**config.mk**
```make
export PLATFORM = sky130hd
export DESIGN_NAME = svc_rv_div
export DESIGN_NICKNAME = d
export VERILOG_FILES = /design/src/rtl/svc_rv_div.sv
export SDC_FILE = /design/constraint.sdc
export NUM_CORES = 1
export LEC_CHECK = 0
export CORE_MARGIN = 1.5
export CORE_UTILIZATION = 60
export CTS_CLUSTER_SIZE = 16
export DETAILED_ROUTE_END_ITERATION = 12
export GPL_TIMING_DRIVEN = 1
export PLACE_DENSITY = 0.85
export SETUP_SLACK_MARGIN = 0.4
export SLEW_MARGIN = 20
export SYNTH_ARGS = -nofsm -noshare
export SYNTH_HDL_FRONTEND = slang
export SYNTH_SLANG_ARGS = --single-unit
```
**constraint.sdc**
```tcl
create_clock -name clk -period 6.3 [get_ports clk]
set_clock_uncertainty 0.15 [all_clocks]
set_input_delay 1.26 -clock clk [delete_from_list [all_inputs] [get_ports clk]]
set_output_delay 1.26 -clock clk [all_outputs]
set_load 0.005 [all_outputs]
```
**src/rtl/svc_rv_div.sv**
```systemverilog
// Iterative radix-2 restoring divider for RV32M DIV/DIVU/REM/REMU in EX.
// Optional operand/result reuse cache: define SVC_RV_DIV_REUSE_EN.
module svc_rv_div #(
  parameter int XLEN = 32
) (
  input  logic            clk,
  input  logic            rst_n,
  input  logic            start,
  input  logic            kill,
  input  logic [1:0]      op,
  input  logic [XLEN-1:0] dividend,
  input  logic [XLEN-1:0] divisor,
  output logic            op_active,
  output logic            result_valid,
  output logic [XLEN-1:0] result
);

  localparam int CW = $clog2(XLEN);

  localparam logic [1:0] S_IDLE = 2'd0;
  localparam logic [1:0] S_CALC = 2'd1;
  localparam logic [1:0] S_DONE = 2'd2;

  logic [1:0]      state;
  logic [CW-1:0]   cnt;
  logic [XLEN:0]   rem;
  logic [XLEN-1:0] quo;
  logic [XLEN-1:0] dvs;
  logic [1:0]      op_q;
  logic            neg_q;
  logic            neg_r;

  logic            sgn;
  logic            dvd_neg;
  logic            dvs_neg;
  logic [XLEN-1:0] dvd_abs;
  logic [XLEN-1:0] dvs_abs;
  logic            div_zero;
  logic            ovf;
  logic            accept;
  logic            hit;
  logic [XLEN+1:0] rem_sh;
  logic [XLEN+1:0] diff;
  logic [XLEN-1:0] q_fix;
  logic [XLEN-1:0] r_fix;

  assign sgn      = ~op[0];
  assign dvd_neg  = sgn & dividend[XLEN-1];
  assign dvs_neg  = sgn & divisor[XLEN-1];
  assign dvd_abs  = dvd_neg ? -dividend : dividend;
  assign dvs_abs  = dvs_neg ? -divisor : divisor;
  assign div_zero = (divisor == '0);
  assign ovf      = sgn
                  && (dividend == {1'b1, {(XLEN-1){1'b0}}})
                  && (divisor == '1);
  assign accept   = (state == S_IDLE) && start && !kill;

  // MSB of the XLEN+2 difference is the borrow of the trial subtract
  assign rem_sh = {rem, quo[XLEN-1]};
  assign diff   = rem_sh - {2'b00, dvs};

  assign q_fix = neg_q ? -quo : quo;
  assign r_fix = neg_r ? -rem[XLEN-1:0] : rem[XLEN-1:0];

  assign op_active    = accept || (state == S_CALC);
  assign result_valid = (state == S_DONE) && !kill;
  assign result       = (state == S_DONE)
                      ? (op_q[1] ? r_fix : q_fix)
                      : '0;

`ifdef SVC_RV_DIV_REUSE_EN
  logic            c_vld;
  logic            c_sgn;
  logic            norm_q;
  logic [XLEN-1:0] c_dvd;
  logic [XLEN-1:0] c_dvs;
  logic [XLEN-1:0] c_quo;
  logic [XLEN-1:0] c_rem;

  assign hit = c_vld
            && (dividend == c_dvd)
            && (divisor == c_dvs)
            && (c_sgn == sgn);

  always_ff @(posedge clk or negedge rst_n) begin
    if (!rst_n) begin
      c_vld  <= 1'b0;
      c_sgn  <= 1'b0;
      norm_q <= 1'b0;
      c_dvd  <= '0;
      c_dvs  <= '0;
      c_quo  <= '0;
      c_rem  <= '0;
    end else if (kill) begin
      c_vld  <= 1'b0;
      norm_q <= 1'b0;
    end else if (accept && !div_zero && !ovf && !hit) begin
      c_vld  <= 1'b0;
      norm_q <= 1'b1;
      c_dvd  <= dividend;
      c_dvs  <= divisor;
      c_sgn  <= sgn;
    end else if (accept) begin
      norm_q <= 1'b0;
    end else if (state == S_DONE && norm_q) begin
      c_vld  <= 1'b1;
      norm_q <= 1'b0;
      c_quo  <= q_fix;
      c_rem  <= r_fix;
    end
  end
`else
  assign hit = 1'b0;
`endif

  always_ff @(posedge clk or negedge rst_n) begin
    if (!rst_n) begin
      state <= S_IDLE;
      cnt   <= '0;
      rem   <= '0;
      quo   <= '0;
      dvs   <= '0;
      op_q  <= '0;
      neg_q <= 1'b0;
      neg_r <= 1'b0;
    end else if (kill) begin
      state <= S_IDLE;
    end else begin
      unique case (state)
        S_IDLE: begin
          if (start) begin
            op_q <= op;
            if (div_zero) begin
              quo   <= '1;
              rem   <= {1'b0, dividend};
              neg_q <= 1'b0;
              neg_r <= 1'b0;
              state <= S_DONE;
            end else if (ovf) begin
              quo   <= dividend;
              rem   <= '0;
              neg_q <= 1'b0;
              neg_r <= 1'b0;
              state <= S_DONE;
            end else if (hit) begin
`ifdef SVC_RV_DIV_REUSE_EN
              quo   <= c_quo;
              rem   <= {1'b0, c_rem};
`endif
              neg_q <= 1'b0;
              neg_r <= 1'b0;
              state <= S_DONE;
            end else begin
              quo   <= dvd_abs;
              rem   <= '0;
              dvs   <= dvs_abs;
              neg_q <= dvd_neg ^ dvs_neg;
              neg_r <= dvd_neg;
              cnt   <= CW'(XLEN-1);
              state <= S_CALC;
            end
          end
        end
        S_CALC: begin
          quo <= {quo[XLEN-2:0], ~diff[XLEN+1]};
          rem <= diff[XLEN+1] ? rem_sh[XLEN:0] : diff[XLEN:0];
          cnt <= cnt - 1'b1;
          if (cnt == '0)
            state <= S_DONE;
        end
        S_DONE: state <= S_IDLE;
        default: state <= S_IDLE;
      endcase
    end
  end

endmodule
```
==> out/metrics.yaml, run 1 <==
synth:
  synth_edf_count: 0
  syn_nets: 1451
  ys_top_cells_by_count: "155 x nand2_1, 124 x nor2_1, 107 x dfrtp_1, 103 x a21oi_1, 94 x o21ai_0"
  synth_area_leader_cell: "dfrtp_1"
  synth.most_common_cell: "nand2_1"
  synth_area_per_cell_um2: 7.62
  syn_area_um2: 10200
  synthFlopType: "dfrtp_1"
  synthDistinctLibCells: 70
  synth-seq-cells: 107
  synth_area_leaders: "dfrtp_1 26%, xnor2_1 6.1%, nand2_1 5.7%"
  synthCells: 1341
  async_flop_share: 1.00
  seq_area_frac_synth: 0.262
  yosysWarnings: 0
  synth_top_area_share: 0.262
clock_tree:
  clkTransAtPathRegs_ps: 70
  numCtsBuffers: 9
  cts_tree: "yes"
  root_buffer: "clkbuf_16"
  clock-sinks: 107
  clk_latency_ps: 370
  cts_buffer_depth: 2
  post_cts_buffers: 0
  h-tree-depth: 3
  ctsResizeCount: 0
  cts_hold_buf: 0
setup_path:
  arrival_ps: 3870
  critPathKind: "flip-flop to output port"
  cp_top_family: "simple AND/OR/NAND/NOR gates"
  cpMaxStageDelayCell: "clkdlybuf4s50_1"
  crit_path_max_incr_delay_ps: 530
  endpoint_kind: "output port"
  path_buf_inv: 1
  critical_path_cell_count: 10
  worstPathRequired_ps: 4890
  worstPathMaxFanout: 6
  reg2reg_depth: 11
  cp_cell_sequence: "nor4_2 -> nand4_1 -> or2_1 -> or3_1 -> or4_1 -> o41ai_2 -> xnor2_1 -> mux2i_1 -> nor2_1 -> clkdlybuf4s50_1"
  startpoint_type: "flip-flop"
floorplanning:
  dieArea_um2: 17800
  initial_core_util: 0.614
  io_pins: 104
  die_w_um: 134
  rows: 47
  die_y_um: 134
  fp.coreArea_um2: 16600
sta:
  worst_pin_slew_ps: 1080
  finalHoldViolations: 0
  fin_setup_tns_ps: 0
  max_freq_mhz: 190
  slew_headroom: 0.283
  period_share: 0.837
  setup_viol: 0
  rsz0062_at_grt: "no"
  slew_viol_final: 0
  finalCriticalPeriod_ps: 5280
pwr:
  p_sw_mw: 3.05
  swShare: 0.510
  power_mw: 5.99
  combPwrFrac: 0.653
  seqPwrFrac: 0.246
  p_int_mw: 2.93
  p_leak_nw: 4.58
  peakVddDrop_mv: 0.218
  power.density_nw_per_um2: 515
  p_clk_frac: 0.101
global_routing:
  grt_pass1_wl_mm: 48.7
  grt_overflow_total: 0
  gr-usage-all-layers: 0.339
  grt_pass1_vias: 9586
  antenna_found_initial: 0
  grt_max_degree: 92
cells_and_area:
  diodes: 0
  drive_gt1_frac: 0.0480
  fin_area_um2: 11600
  fin_nets: 1501
  instances_no_fill: 1616
  syn_to_final_growth_pct: 13.6
detailed_routing:
  ant_nets: 0
  drt_iter0_drc: 1218
  first_pass_iters: 6
  via_per_inst: 6.49
  wl_per_cell_um: 18.8
  post-route-drc-count: 0
  drt-total-wl_mm: 30.4
  route.vias.total: 10487
placement:
  placed_cell_area_um2: 11300
  port_buffers: 103
  gp_congestion: 0.962
  dp_cells: 1600
  dp_hpwl_mm: 22.6
flow_run:
  maxCapViolCount: 0
outcome:
  outcome: "completed"
hold_path:
  hold_path_depth: 2
  hp-class: "flip-flop to flip-flop"
-- path summary, 6_finish.rpt --
kind	start	end	slack [ps]
min in group asynchronous	rst_n	quo[29]$_DFFE_PN0P_	830
min reg2reg	dvs[31]$_DFFE_PN0P_	dvs[31]$_DFFE_PN0P_	360
max	rem[4]$_DFFE_PN0P_	result[29]	1020
min	dvs[31]$_DFFE_PN0P_	dvs[31]$_DFFE_PN0P_	360
max in group asynchronous	rst_n	op_q[1]$_DFFE_PN0P_	4080
max reg2reg	quo[31]$_DFFE_PN0P_	rem[26]$_DFFE_PN0P_	2220
-- placed cells by master (no fill, tap or decap), types with 4 or more instances in the layout --
master           instances
mux2i_1                 14
xnor2_1                 71
inv_1                   51
clkbuf_16                9
a311oi_1                18
nand2_1                155
nor2b_1                 10
o21a_1                  12
or4_1                   12
o31a_1                   4
nand3_1                 25
nor4_1                  10
and3_1                  12
nand2b_1                14
a21oi_1                103
nor3_1                  33
nor2_1                 124
mux2_2                  11
o31ai_1                 30
nor4_2                   4
o211ai_1                 5
buf_4                   17
o21ai_1                 32
a21o_1                  25
a211oi_1                30
o22ai_1                 14
and4_1                   4
nand4_1                 22
a31oi_1                 20
and2_1                   4
o21ai_0                 93
clkdlybuf4s50_1        102
dfrtp_1                106
xor2_1                  60
ha_1                    39
nand3b_1                 4
o41ai_1                  8
or3_1                   21
o22a_1                   5
-- cell type report --
class | instances | area (um2)
Clock inverter | 3 | 47.5
Sequential cell | 107 | 2680
Multi-Input combinational cell | 1103 | 7010
Inverter | 51 | 191
Tap cell | 220 | 275
Fill cell | 1403 | 5030
Timing Repair Buffer | 119 | 1150
Clock buffer | 13 | 260
-- cell families after synthesis --
group / share of synthesized area
compound gates: 0.274
xor+xnor: 0.112
fa+ha+maj: 0.0497
buf+inv: 0.0541
flops: 0.262
mux: 0.0258
simple gates: 0.223
-- worst min-delay path, delay by kind of cell (launching register included) --
kind,cells,cell delay (ps)
AOI/OAI and AO/OA,1,60
DFF,1,350
and+or+nand+nor,1,60
-- per-stage QoR --
stage	setup slack, ps	hold WS, ps	utilization
after global routing	832	413	0.698
after floorplan	2300	300	-
after CTS	1020	350	0.698
after detailed placement	1380	334	0.679
final	1020	357	0.698
after global placement	1410	315	0.679
-- routing by layer --
metal	wire length [um]	track usage
met5	0	0
met1	13000	0.469
met2	13700	0.535
met3	2950	0.0533
met4	758	0.128
-- sequential cells by signal (all words and copies together), names as in the netlist --
name and flops:
rem 33, op_q 1, neg_r 1, dvs 32, state 2, neg_q 1
cnt 5, quo 32
-- power groups by stage --
| stage | combinational [mW] | clock, mW | sequential [mW] |
|---|---|---|---|
| 2_1_floorplan | 3.02 | 0 | 1.29 |
| 3_3_place_gp | 3.71 | 0 | 1.44 |
| 3_5_place_dp | 3.78 | 0 | 1.46 |
| 4_1_cts | 3.82 | 0.604 | 1.45 |
| 5_1_grt | 4.30 | 0.628 | 1.52 |
| 6_report | 3.91 | 0.605 | 1.47 |
(Power assumes the default switching activity.)
==> run 2: changes to the inputs <==
--- a/config.mk
+++ b/config.mk
@@ -6,11 +6,11 @@
 export NUM_CORES = 1
 export LEC_CHECK = 0
 export CORE_MARGIN = 1.5
-export CORE_UTILIZATION = 60
+export CORE_UTILIZATION = 53
 export CTS_CLUSTER_SIZE = 16
 export DETAILED_ROUTE_END_ITERATION = 12
 export GPL_TIMING_DRIVEN = 1
-export PLACE_DENSITY = 0.85
+export PLACE_DENSITY = 0.79
 export SETUP_SLACK_MARGIN = 0.4
 export SLEW_MARGIN = 20
 export SYNTH_ARGS = -nofsm -noshare
==> constraint.sdc (replaced) <==
create_clock -name clk -period 4.8 [get_ports clk]
set_clock_uncertainty 0.15 [all_clocks]
set_input_delay 0.96 -clock clk [delete_from_list [all_inputs] [get_ports clk]]
set_output_delay 0.96 -clock clk [all_outputs]
set_load 0.005 [all_outputs]
==> run 2 against run 1 <==
  * First-iteration DRC count down 12%
  * Sequential power up 36%
  * Via count up 0.32%
  * Count of clock-buffer cells in the layout down 1
  * Hold slack worse by 8.5 ps
  * Clock power up 29%
  * Wire length up 3.4%
  * Sequential share of layout area down 0.96 points
  * Power up 36%
  * Global-route usage down 3.0 points
  * Largest cell class unchanged
  * Highest routed layer unchanged
==> out/metrics.yaml, run 2 (synthesized netlist as in run 1, its figures left out) <==
floorplanning:
  dieArea_um2: 20100  # was 17800 um2
  fp.coreArea_um2: 18800  # was 16600 um2
  initial_core_util: 0.543  # was 0.614
  die_y_um: 142  # was 134 um
  rows: 50  # was 47
  die_w_um: 142  # was 134 um
  io_pins: 104  # unchanged
detailed_routing:
  route.vias.total: 10521  # was 10487
  wl_per_cell_um: 18.6  # was 18.8 um
  ant_nets: 0  # unchanged
  via_per_inst: 6.23  # was 6.49
  first_pass_iters: 5  # was 6
  drt-total-wl_mm: 31.4  # was 30.4 mm
  post-route-drc-count: 0  # unchanged
  drt_iter0_drc: 1067  # was 1218
global_routing:
  grt_overflow_total: 0  # unchanged
  gr-usage-all-layers: 0.309  # was 0.339
  grt_pass1_vias: 9336  # was 9586
  antenna_found_initial: 0  # unchanged
  use_met1: 0.451  # was 0.469
  grt_max_degree: 91  # was 92
  met2_usage: 0.469  # was 0.535
  grt.busiest_layer: "met2"  # unchanged
  grt_util_met3: 0.0395  # was 0.0533
  grt_pass1_wl_mm: 49.1  # was 48.7 mm
hold_path:
  hp-class: "flip-flop to flip-flop"  # unchanged
  holdCritStartpoint: "dvs[31]$_DFFE_PN0P_"  # unchanged
sta:
  finalCriticalPeriod_ps: 4430
  finalWorstSetupSlack_ps: 372  # was 1020 ps
  rsz0062_at_grt: "yes"  # was no
  slew_headroom: 0.239  # was 0.283
  max_freq_mhz: 226
  fin_setup_tns_ps: 0  # unchanged
  worst_pin_slew_ps: 1140  # was 1080 ps
  slew_viol_final: 0  # unchanged
  period_share: 0.922
  finalHoldViolations: 0  # unchanged
  setup_viol: 0  # unchanged
  hold_ws_ps: 349  # was 357 ps
clock_tree:
  numCtsBuffers: 9  # unchanged
  clock-sinks: 107  # unchanged
  root_buffer: "clkbuf_16"  # unchanged
  h-tree-depth: 3  # unchanged
  cts_tree: "yes"  # unchanged
  cts_buffer_depth: 2  # unchanged
  cts_hold_buf: 0  # unchanged
  clk_latency_ps: 370  # about the same
  clkTransAtPathRegs_ps: 80  # was 70 ps
pwr:
  p_clk_frac: 0.096  # was 0.101
  combPwrFrac: 0.658  # was 0.653
  swShare: 0.510  # about the same
  power.density_nw_per_um2: 667  # was 515 nW/um2
  peakVddDrop_mv: 0.281  # was 0.218 mV
  seqPwrFrac: 0.246  # about the same
  p_int_mw: 3.98  # was 2.93 mW
  p_sw_mw: 4.15  # was 3.05 mW
  p_leak_nw: 4.90  # was 4.58 nW
cells_and_area:
  diodes: 0  # unchanged
  reg_top3: "rem (33), dvs (32), quo (32)"  # unchanged
  syn_to_final_growth_pct: 19.3  # was 13.6%
  layout_common_cells: "154 x nand2_1, 123 x nor2_1, 102 x a21oi_1, 93 x dfrtp_1, 92 x clkdlybuf4s50_1"  # was 155 x nand2_1, 124 x nor2_1, 106 x dfrtp_1, 103 x a21oi_1, 102 x clkdlybuf4s50_1
  largest-register: "rem"  # unchanged
  drive_gt1_frac: 0.110  # was 0.0480
  multi_input_comb_area_um2: 7270  # was 7010 um2
  seq_area_um2: 2700  # was 2680 um2
  layout_commonest_cell: "nand2_1"  # unchanged
  largest_reg_flops: 33  # unchanged
  fin_nets: 1535  # was 1501
  fillers: 1665  # was 1403
placement:
  dp_hpwl_mm: 23.4  # was 22.6 mm
  post-place-ws_ps: 254  # was 1380 ps
  gp_congestion: 0.988  # was 0.962
  port_buffers: 103  # unchanged
setup_path:
  startpoint_type: "flip-flop"  # unchanged
  critPathKind: "flip-flop to output port"  # unchanged
  worstPathMaxFanout: 5  # was 6
  worstSetupStartpoint: "quo[0]$_DFFE_PN0P_"  # was rem[4]$_DFFE_PN0P_
  endpoint_kind: "output port"  # unchanged
  arrival_ps: 3320  # was 3870 ps
  worstReg2RegStart: "rem[0]$_DFFE_PN0P_"  # was quo[31]$_DFFE_PN0P_
  worstPathRequired_ps: 3690  # was 4890 ps
  rrSetupSlack_ps: 600  # was 2220 ps
flow_run:
  maxCapViolCount: 0  # unchanged
outcome:
  outcome: "completed"  # unchanged
-- run 2: repair_timing --
item / in CTS / in global routing
endpoints found under the setup margin: 13 / 16
pin swaps: 9 / 7
endpoints found under the hold margin: 0 / 0
buffers inserted: 15 / 8
gates resized for setup: 47 / 38
-- run 2: worst paths after layout --
| check | endpoint | depth (start not counted) |
|---|---|---|
| hold / removal | dvs[31]$_DFFE_PN0P_ | 2 |
| min in group asynchronous | quo[26]$_DFFE_PN0P_ | 1 |
| max in group asynchronous | dvs[9]$_DFFE_PN0P_ | 2 |
| setup reg to reg | rem[26]$_DFFE_PN0P_ | 12 |
| hold reg to reg | dvs[31]$_DFFE_PN0P_ | 2 |
| setup / recovery | result[22] | 11 |
-- run 2: power by group through the flow --
stage | sequential [mW] | combinational, mW | clock [mW]
floorplan | 1.69 | 3.96 | 0
global route | 2.05 | 5.89 | 0.815
global placement | 1.92 | 4.88 | 0
detailed placement | 1.95 | 4.97 | 0
finish | 2.00 | 5.35 | 0.778
CTS | 1.93 | 5.18 | 0.775
-- run 2: area by class of cell --
class / instances / area share
repair buffers: 153 / 0.115
clock buffers: 12 / 0.0219
well taps: 260 / 0.0267
inverters: 51 / 0.0157
multi-input cells: 1103 / 0.597
clock inverters: 4 / 0.00267
flip-flops and latches: 107 / 0.221
-- run 2: layer usage --
metal,wire [um],part of all wire
met2,13800,0.44
met5,0,0
met3,2810,0.090
met1,13900,0.44
met4,872,0.028
-- run 2: worst max-delay path, stage by stage (launching register included) --
cell             delay (ps)
dfrtp_1                 440
inv_1                   100
ha_2                    210
nor2b_2                 180
nand4_1                 190
or4_4                   480
nand2b_4                200
o21ai_2                 180
xnor2_1                 130
o21ai_1                 130
a21oi_2                 190
clkdlybuf4s50_1         520
-- run 2: per-stage QoR --
step,util,std cells,instance area [um2],power [mW]
after global routing,0.647,1690,12200,8.76
after detailed placement,0.608,1651,11400,6.92
after global placement,0.608,1651,11400,6.80
after floorplan,-,1341,10200,5.66
after CTS,0.637,1682,12000,7.88
final,0.647,1690,12200,8.13
